### config.mk
export PLATFORM = sky130hd
export DESIGN_NAME = load_dat_extract_flat
export DESIGN_NICKNAME = d
export VERILOG_FILES = /design/src/rtl/load_dat_extract_if.sv /design/src/rtl/load_dat_extract.sv /design/src/flat_wrapper.sv
export SDC_FILE = /design/constraint.sdc
export NUM_CORES = 1
export LEC_CHECK = 0
export CAP_MARGIN = 10
export CORE_ASPECT_RATIO = 2
export CORE_MARGIN = 5
export CORE_UTILIZATION = 51
export CTS_CLUSTER_DIAMETER = 200
export DETAILED_ROUTE_END_ITERATION = 10
export PLACE_DENSITY = 0.76
export REMOVE_ABC_BUFFERS = 1
export SLEW_MARGIN = 20
export SYNTH_ARGS = -nofsm -noshare
export SYNTH_HDL_FRONTEND = slang
export SYNTH_SLANG_ARGS = --single-unit
export TNS_END_PERCENT = 100
### constraint.sdc
create_clock -name clk -period 4.9 [get_ports clk]
set_input_delay 1.225 -clock clk [delete_from_list [all_inputs] [get_ports clk]]
set_output_delay 1.225 -clock clk [all_outputs]
set_load 0.01 [all_outputs]
### src/rtl/load_dat_extract_if.sv
// load_dat_extract_if: request, read-data and writeback bundle for load_dat_extract
//   slave  : the extractor's view (requests/read data in, results out)
//   master : the LSU/memory/writeback side's view
//   iReq*  : load request (valid/ready, addr[1:0], width, unsigned, tag)
//   iRdDat*: in-order memory read responses, no backpressure
//   oLd*   : extracted result to writeback (valid/ready, data, tag, err)
//   oProtErr: sticky flag for read data with nothing pending
interface load_dat_extract_if #(
    parameter int TAG_W = 5
);
    logic             iReqVld;
    logic             oReqRdy;
    logic [1:0]       iReqAddr;
    logic [1:0]       iReqWidth;
    logic             iReqUnsigned;
    logic [TAG_W-1:0] iReqTag;
    logic             iRdDatVld;
    logic [31:0]      iRdDat;
    logic             oLdVld;
    logic             iLdRdy;
    logic [31:0]      oLdDat;
    logic [TAG_W-1:0] oLdTag;
    logic             oLdErr;
    logic             oProtErr;

    modport slave (
        input  iReqVld, iReqAddr, iReqWidth, iReqUnsigned, iReqTag,
        input  iRdDatVld, iRdDat, iLdRdy,
        output oReqRdy, oLdVld, oLdDat, oLdTag, oLdErr, oProtErr
    );

    modport master (
        output iReqVld, iReqAddr, iReqWidth, iReqUnsigned, iReqTag,
        output iRdDatVld, iRdDat, iLdRdy,
        input  oReqRdy, oLdVld, oLdDat, oLdTag, oLdErr, oProtErr
    );
endinterface

### src/rtl/load_dat_extract.sv
// load_dat_extract: in-order outstanding-load tracker with byte/half/word extraction
//   clk : clock, all state on rising edge
//   rst : synchronous active-high reset
//   bus : load_dat_extract_if.slave
//         requests are queued in issue order, read words are matched to the
//         oldest entry still awaiting data, and the head result is extracted,
//         sign/zero-extended and offered to writeback over valid/ready.
module load_dat_extract #(
    parameter int DEPTH = 4,
    parameter int TAG_W = 5
) (
    input logic                clk,
    input logic                rst,
    load_dat_extract_if.slave  bus
);
    localparam int AW = $clog2(DEPTH);
    typedef logic [AW:0] ptr_t;

    // Pointers carry one extra wrap bit so full and empty are distinguishable.
    ptr_t             r_wr_ptr;
    ptr_t             r_rsp_ptr;
    ptr_t             r_rd_ptr;
    logic             r_prot_err;
    logic [1:0]       r_addr  [DEPTH];
    logic [1:0]       r_width [DEPTH];
    logic             r_uns   [DEPTH];
    logic [TAG_W-1:0] r_tag   [DEPTH];
    logic             r_err   [DEPTH];
    logic [31:0]      r_dat   [DEPTH];
    logic             r_done  [DEPTH];

    logic [AW-1:0]    w_wr_idx;
    logic [AW-1:0]    w_rsp_idx;
    logic [AW-1:0]    w_rd_idx;
    ptr_t             w_used;
    logic             w_req_rdy;
    logic             w_acc;
    logic             w_rsp_pend;
    logic             w_rsp_ok;
    logic             w_rsp_drop;
    logic             w_ld_vld;
    logic             w_pop;
    logic             w_req_err;
    logic [1:0]       w_h_addr;
    logic [1:0]       w_h_width;
    logic             w_h_uns;
    logic [31:0]      w_h_dat;
    logic [7:0]       w_byte;
    logic [15:0]      w_half;
    logic [31:0]      w_ext;

    assign w_wr_idx  = r_wr_ptr[AW-1:0];
    assign w_rsp_idx = r_rsp_ptr[AW-1:0];
    assign w_rd_idx  = r_rd_ptr[AW-1:0];

    // Occupancy uses registered pointers only; a pop this cycle frees its slot next cycle.
    assign w_used     = r_wr_ptr - r_rd_ptr;
    assign w_req_rdy  = w_used < ptr_t'(DEPTH);
    assign w_acc      = bus.iReqVld & w_req_rdy;
    assign w_rsp_pend = r_rsp_ptr != r_wr_ptr;
    assign w_rsp_ok   = bus.iRdDatVld & w_rsp_pend;
    assign w_rsp_drop = bus.iRdDatVld & ~w_rsp_pend;
    // Head is ready once the response pointer has moved past it; done mirrors that.
    assign w_ld_vld   = (r_rd_ptr != r_rsp_ptr) & r_done[w_rd_idx];
    assign w_pop      = w_ld_vld & bus.iLdRdy;

    assign w_req_err = (bus.iReqWidth == 2'd1 & bus.iReqAddr[0]) |
                       (bus.iReqWidth == 2'd2 & bus.iReqAddr != 2'd0) |
                       (bus.iReqWidth == 2'd3);

    always_ff @(posedge clk) begin
        if (rst) begin
            r_wr_ptr   <= '0;
            r_rsp_ptr  <= '0;
            r_rd_ptr   <= '0;
            r_prot_err <= 1'b0;
            for (int i = 0; i < DEPTH; i++) r_done[i] <= 1'b0;
        end else begin
            if (w_acc) begin
                r_wr_ptr         <= r_wr_ptr + ptr_t'(1);
                r_done[w_wr_idx] <= 1'b0;
            end
            if (w_rsp_ok) begin
                r_rsp_ptr         <= r_rsp_ptr + ptr_t'(1);
                r_done[w_rsp_idx] <= 1'b1;
            end
            if (w_rsp_drop) r_prot_err <= 1'b1;
            if (w_pop) begin
                r_rd_ptr         <= r_rd_ptr + ptr_t'(1);
                r_done[w_rd_idx] <= 1'b0;
            end
        end
    end

    // Payload needs no reset: it is only observed through pointer-qualified valids.
    always_ff @(posedge clk) begin
        if (w_acc) begin
            r_addr[w_wr_idx]  <= bus.iReqAddr;
            r_width[w_wr_idx] <= bus.iReqWidth;
            r_uns[w_wr_idx]   <= bus.iReqUnsigned;
            r_tag[w_wr_idx]   <= bus.iReqTag;
            r_err[w_wr_idx]   <= w_req_err;
        end
        if (w_rsp_ok) r_dat[w_rsp_idx] <= bus.iRdDat;
    end

    assign w_h_addr  = r_addr[w_rd_idx];
    assign w_h_width = r_width[w_rd_idx];
    assign w_h_uns   = r_uns[w_rd_idx];
    assign w_h_dat   = r_dat[w_rd_idx];

    // Half select ignores addr[0]; word and reserved widths pass the whole word through.
    always_comb begin
        w_byte = w_h_dat[8*w_h_addr +: 8];
        w_half = w_h_dat[16*w_h_addr[1] +: 16];
        w_ext  = (w_h_width == 2'd0) ? {{24{~w_h_uns & w_byte[7]}}, w_byte} :
                 (w_h_width == 2'd1) ? {{16{~w_h_uns & w_half[15]}}, w_half} :
                 w_h_dat;
    end

    assign bus.oReqRdy  = w_req_rdy;
    assign bus.oLdVld   = w_ld_vld;
    assign bus.oLdDat   = w_ext;
    assign bus.oLdTag   = r_tag[w_rd_idx];
    assign bus.oLdErr   = w_ld_vld & r_err[w_rd_idx];
    assign bus.oProtErr = r_prot_err;
endmodule

### src/flat_wrapper.sv
// flat-port wrapper written by rule: the top's interface ports become plain ports
module load_dat_extract_flat 
#(
    parameter int DEPTH = 4,
    parameter int TAG_W = 5
)
  (clk, rst, bus_iReqVld, bus_iReqAddr, bus_iReqWidth, bus_iReqUnsigned, bus_iReqTag, bus_iRdDatVld, bus_iRdDat, bus_iLdRdy, bus_oReqRdy, bus_oLdVld, bus_oLdDat, bus_oLdTag, bus_oLdErr, bus_oProtErr);
  load_dat_extract_if #(.TAG_W(TAG_W)) bus_i ();
  input logic clk;
  input logic rst;
  input wire logic [$bits(bus_i.iReqVld)-1:0] bus_iReqVld;
  input wire logic [$bits(bus_i.iReqAddr)-1:0] bus_iReqAddr;
  input wire logic [$bits(bus_i.iReqWidth)-1:0] bus_iReqWidth;
  input wire logic [$bits(bus_i.iReqUnsigned)-1:0] bus_iReqUnsigned;
  input wire logic [$bits(bus_i.iReqTag)-1:0] bus_iReqTag;
  input wire logic [$bits(bus_i.iRdDatVld)-1:0] bus_iRdDatVld;
  input wire logic [$bits(bus_i.iRdDat)-1:0] bus_iRdDat;
  input wire logic [$bits(bus_i.iLdRdy)-1:0] bus_iLdRdy;
  output wire logic [$bits(bus_i.oReqRdy)-1:0] bus_oReqRdy;
  output wire logic [$bits(bus_i.oLdVld)-1:0] bus_oLdVld;
  output wire logic [$bits(bus_i.oLdDat)-1:0] bus_oLdDat;
  output wire logic [$bits(bus_i.oLdTag)-1:0] bus_oLdTag;
  output wire logic [$bits(bus_i.oLdErr)-1:0] bus_oLdErr;
  output wire logic [$bits(bus_i.oProtErr)-1:0] bus_oProtErr;
  assign bus_i.iReqVld = bus_iReqVld;
  assign bus_i.iReqAddr = bus_iReqAddr;
  assign bus_i.iReqWidth = bus_iReqWidth;
  assign bus_i.iReqUnsigned = bus_iReqUnsigned;
  assign bus_i.iReqTag = bus_iReqTag;
  assign bus_i.iRdDatVld = bus_iRdDatVld;
  assign bus_i.iRdDat = bus_iRdDat;
  assign bus_i.iLdRdy = bus_iLdRdy;
  assign bus_oReqRdy = bus_i.oReqRdy;
  assign bus_oLdVld = bus_i.oLdVld;
  assign bus_oLdDat = bus_i.oLdDat;
  assign bus_oLdTag = bus_i.oLdTag;
  assign bus_oLdErr = bus_i.oLdErr;
  assign bus_oProtErr = bus_i.oProtErr;
  load_dat_extract #(.DEPTH(DEPTH), .TAG_W(TAG_W)) u_core (.clk(clk), .rst(rst), .bus(bus_i));
endmodule
* Word level (Yosys, flattened, before mapping)
Memories as Yosys holds them, arrays and structs flattened. A register that Yosys moved wholly into a read port is not among the register bits.
Index checks and enable logic that the tools add are counted.
** Word-level totals
- Register bits after elaboration :: 10
- Bits in writable memories :: 176
- Input bits :: 47
- Output and inout bits :: 41
- Word-level logic and storage cells :: 81
- Memories kept :: 7
** Cells by class
- $add $sub $neg :: 4
- Order comparisons :: 1
- Equality and inequality tests :: 6
- Shifts and indexed selects :: 2
- Multiplexer cells :: 38
- Bitwise operators :: 14
- Reduce and logical (&&, ||, !) cells :: 5
** Memories
- u_core.r_dat :: words 4, width 32, rd ports 1, clocked after Yosys merged registers in 1, wr ports 1, line load_dat_extract.sv:29 : logic [31:0] r_dat [DEPTH];
- u_core.r_tag :: words 4, width 5, rd ports 1, clocked after Yosys merged registers in 1, wr ports 1, line load_dat_extract.sv:27 : logic [TAG_W-1:0] r_tag [DEPTH];
- u_core.r_addr :: words 4, width 2, rd ports 1, clocked after Yosys merged registers in 1, wr ports 1, line load_dat_extract.sv:24 : logic [1:0] r_addr [DEPTH];
- u_core.r_width :: words 4, width 2, rd ports 1, clocked after Yosys merged registers in 1, wr ports 1, line load_dat_extract.sv:25 : logic [1:0] r_width [DEPTH];
- u_core.r_done :: words 4, width 1, rd ports 1, clocked after Yosys merged registers in 1, wr ports 4, line load_dat_extract.sv:30 : logic r_done [DEPTH];
- u_core.r_err :: words 4, width 1, rd ports 1, clocked after Yosys merged registers in 1, wr ports 1, line load_dat_extract.sv:28 : logic r_err [DEPTH];
- 1 more memories
** Operators with widths (count)
- two-way mux 32 bit :: 2
- two-way mux 2 bit :: 17
- variable part select 32 x 6 -> 16 bit :: 1
- variable part select 32 x 6 -> 8 bit :: 1
- two-way mux 1 bit :: 19
- AND 1 bit :: 10
- adder 3 x 1 -> 3 bit, second input constant :: 3
- inequality test 3 bit :: 2
- == test 2 x 1 -> 1 bit, second input constant :: 2
- == test 2 bit, second input constant :: 2
- less-than comparator 3 bit, second input constant :: 1
- OR reduction 1 bit :: 3
- subtractor 3 bit :: 1
- logical NOT 2 bit :: 1
- inverter 1 bit :: 2
- OR 1 bit :: 2
- nonzero test 2 bit :: 1

* Longest topological paths before layout
- Depth in word-level cells :: 8
- Depth in mapped cells :: 8

* Worst setup path before layout
OpenSTA, ideal clock, no wires.
- Path type :: register to output
- Start :: reg with a tool-made name
- End :: out bus_oLdDat[21]
- Data arrival time :: 2.177 ns
- Slack :: 1.498 ns
- Stages on the path, launching flop included :: 9
- Path buffers :: 3
- Cell sequence :: dfxtp_1 -> buf_6 -> mux4_2 -> buf_6 -> mux2_4 -> o22ai_4 -> a2111oi_4 -> buf_6 -> a21o_1
** RTL lines
- to (decl) :: line flat_wrapper.sv:21 : output wire logic [$bits(bus_i.oLdDat)-1:0] bus_oLdDat;

==> flow_metrics.env <==
export IMPL_setup_viol=0
export IMPL_fin_crit_sh_pct=95.11
export IMPL_min_from="u_core.r_done[3]"
export IMPL_power_share_sequential_pct=48.3
export IMPL_ys_seq_elements=188
export IMPL_place_gp_congestion=0.7839
export IMPL_finalWirelength_um=16140
export IMPL_remaining_drc_errors=0
export IMPL_power_w=0.003940
export IMPL_clock_power_share_pct=33.3
export IMPL_slew_headroom_pct=55.54
export IMPL_cts_tree="yes"
export IMPL_synthesis_area_um2=8013
export IMPL_final_layout_size_suffix_gt1_share_pct=19.05
export IMPL_clockBufferDepth=2
export IMPL_diodes=0
export IMPL_worst_path_stages=8
export IMPL_yosysWarnings=0
export IMPL_reg2reg_to="u_core.r_uns[1]"
export IMPL_hp_class="register to register"
export IMPL_die_h_um=187.3
export IMPL_clk_latency_ns=0.42
export IMPL_clock_skew_ns=0.007863
export IMPL_dieArea_um2=18470
export IMPL_cts_resized_gates=1
export IMPL_htree_levels=4
export IMPL_fin_ws_ns=0.2396
export IMPL_swShare_pct=26.02
export IMPL_yosysSeqAreaShare_pct=68.46
export IMPL_rows=65
export IMPL_reg2reg_from="u_core.r_rd_ptr[1]"
export IMPL_r2r_cells=6
export IMPL_finalHoldViolCount=0
export IMPL_hold_path_depth=2
export IMPL_maxCapViolCount=0
export IMPL_arrival_ns=3.44
export IMPL_synth_top_area_share_pct=64.46
export IMPL_viasPerCell=5.815
export IMPL_final_cell_mix="edfxtp_1, clkdlybuf4s50_1, mux4_2, inv_1, clkbuf_16"
export IMPL_crit_slowest_cell="mux4_1"
export IMPL_rsz0062_at_grt="no"
export IMPL_drv_slew=0
export IMPL_dpl_instance_area_um2=9140
export IMPL_grt_pass1_wl_um=25340
export IMPL_p_leak_nw=3.308
export IMPL_die_width_um=98.63
export IMPL_p_comb_share_pct=18.3
export IMPL_cp_required_ns=3.67
export IMPL_grt_max_degree=35
export IMPL_dp_hpwl_um=10250
export IMPL_final_cell_area_um2=9721
export IMPL_cts_buffers_inserted=17
export IMPL_yosysTopAreaCell="edfxtp_1"
export IMPL_end_kind="primary output"
export IMPL_root_buffer="clkbuf_16"
export IMPL_critical_path_cell_chain="buf_8 -> mux4_1 -> mux2_2 -> o22ai_4 -> a2111oi_4 -> buf_4 -> a21o_1 -> clkdlybuf4s50_1"
export IMPL_routedWlPerCell_um=21.61
export IMPL_core_um2=15620
export IMPL_tightestPinTransition_ns=0.6633
export IMPL_layout_commonest_cell="edfxtp_1"
export IMPL_power_density_nw_per_um2=405.4
export IMPL_synth_area_leaders="edfxtp_1, mux4_2, dfxtp_1"
export IMPL_post_route_util_pct=62.25
export IMPL_tns_ns=0
export IMPL_synthFlopType="edfxtp_1"
export IMPL_synth_edf_count=172
export IMPL_vias=4344
export IMPL_io_pins=88
export IMPL_critPathMaxFanout=34
export IMPL_irDropWorstVdd_v=0.0002840
export IMPL_fmax_ghz=0.2146
export IMPL_drt_first_iter_violations=305
export IMPL_max_stage_delay_ns=0.65
export IMPL_antenna_found_initial=0
export IMPL_critical_path_top_delay_family="buffers and inverters"
export IMPL_start_util_pct=51.31
export IMPL_postCtsSetupRepairBufs=0
export IMPL_yosysUniqueCellTypes=49
export IMPL_worst_path_buf_inv=3
export IMPL_grt_remaining_overflow=0
export IMPL_avgSynthCellArea_um2=18.59
export IMPL_timing_reg2reg_setup_slack_ns=2.42
export IMPL_finalCriticalPeriod_ns=4.660
export IMPL_p_sw_w=0.001025
export IMPL_grt_pass1_vias=4698
export IMPL_hold_end="u_core.r_done[3]"
export IMPL_status="finished clean"
export IMPL_firstDrtPassIters=5
export IMPL_clk_pin_slew_ns=0.07
export IMPL_area_growth_syn_to_layout_pct=21.31
export IMPL_fin_nets=593
export IMPL_grt_usage_pct=17.91
export IMPL_synth_async_sr_flop_share_pct=0
export IMPL_cts_sinks=188
export IMPL_internal_power_w=0.002915
export IMPL_synthCells=431
export IMPL_cts_hold_buf=0
export IMPL_io_buffers=87
export IMPL_ant_nets=0
export IMPL_pre_cts_ws_ns=0.4182
export IMPL_path_class="register to primary output"
export IMPL_startpoint_type="register"
power groups by stage:
stage / registers [W] / clock network, W / logic [W]
finish: 0.00190 / 0.00131 / 0.000722
global route: 0.00191 / 0.00140 / 0.000779
CTS: 0.00191 / 0.00134 / 0.000729
detailed placement: 0.00194 / 0 / 0.000721
global placement: 0.00193 / 0 / 0.000715
floorplan: 0.00194 / 0 / 0.000391
through the flow:
step                hold slack (ns)  std cells
detailed placement           0.4755        715
global route                 0.5468        747
finish                       0.4834        747
floorplan                    0.4351        411
global placement             0.4586        715
CTS                          0.4876        747
worst min-delay path: stages, from the launching register on:
cell,delay [ns]
dfxtp_1,0.32
o41ai_1,0.06
a21oi_1,0.06
cell families after synthesis:
group,synth area share (%)
AO/OA/AOI/OAI,6.606
XOR/XNOR,1.312
multiplexers,16.40
flip-flops,68.46
adder cells (fa/ha/maj),2.030
AND/OR/NAND/NOR,2.936
buffers and inverters,2.264
cell type report:
cell class	instances	area, um^2
multi-input combinational	206	2349
inverter	17	63.81
clock inverter	15	145.1
timing repair buffer	103	998.5
fill	1118	5894
clock buffer	17	425.4
sequential	188	5488
tap	201	251.5
flip-flops by register name, indices dropped and copies added, names as in the netlist, named ones only:
signal	cells
u_core.r_width	8
u_core.r_rsp_ptr	3
u_core.r_wr_ptr	3
u_core.r_err	4
u_core.r_addr	8
u_core.r_dat	128
u_core.r_done	4
u_core.bus.oProtErr	1
u_core.r_rd_ptr	3
u_core.r_uns	4
u_core.r_tag	20
synth_stat cells, types with 9 or more instances:
cell type and instances:
nor2_1 16, a21oi_1 11, dfxtp_1 16, a21o_1 15, edfxtp_1 172, nand2_1 10, mux2i_1 9, ha_1 13
inv_1 17, o21ai_0 11, mux4_2 44
worst max-delay path by stage:
stage	startpoint	endpoint	slack (ns)
2_1_floorplan	register	bus_oLdDat[0]	-0.45
3_3_place_gp	register	bus_oLdDat[13]	0.43
3_5_place_dp	register	bus_oLdDat[29]	0.42
4_1_cts	register	bus_oLdDat[0]	0.03
5_1_grt	register	bus_oLdDat[28]	0.03
6_report	register	bus_oLdDat[27]	0.24
layer usage:
metal  track usage [%]  wire, um  up-vias
li1                  -         -     1963
met4             6.049       295        0
met1             21.99      6225     2181
met3             4.965      1168       24
met2             30.44      8452      176
met5                 0         0        -
Power figures use the tool's default switching activity.
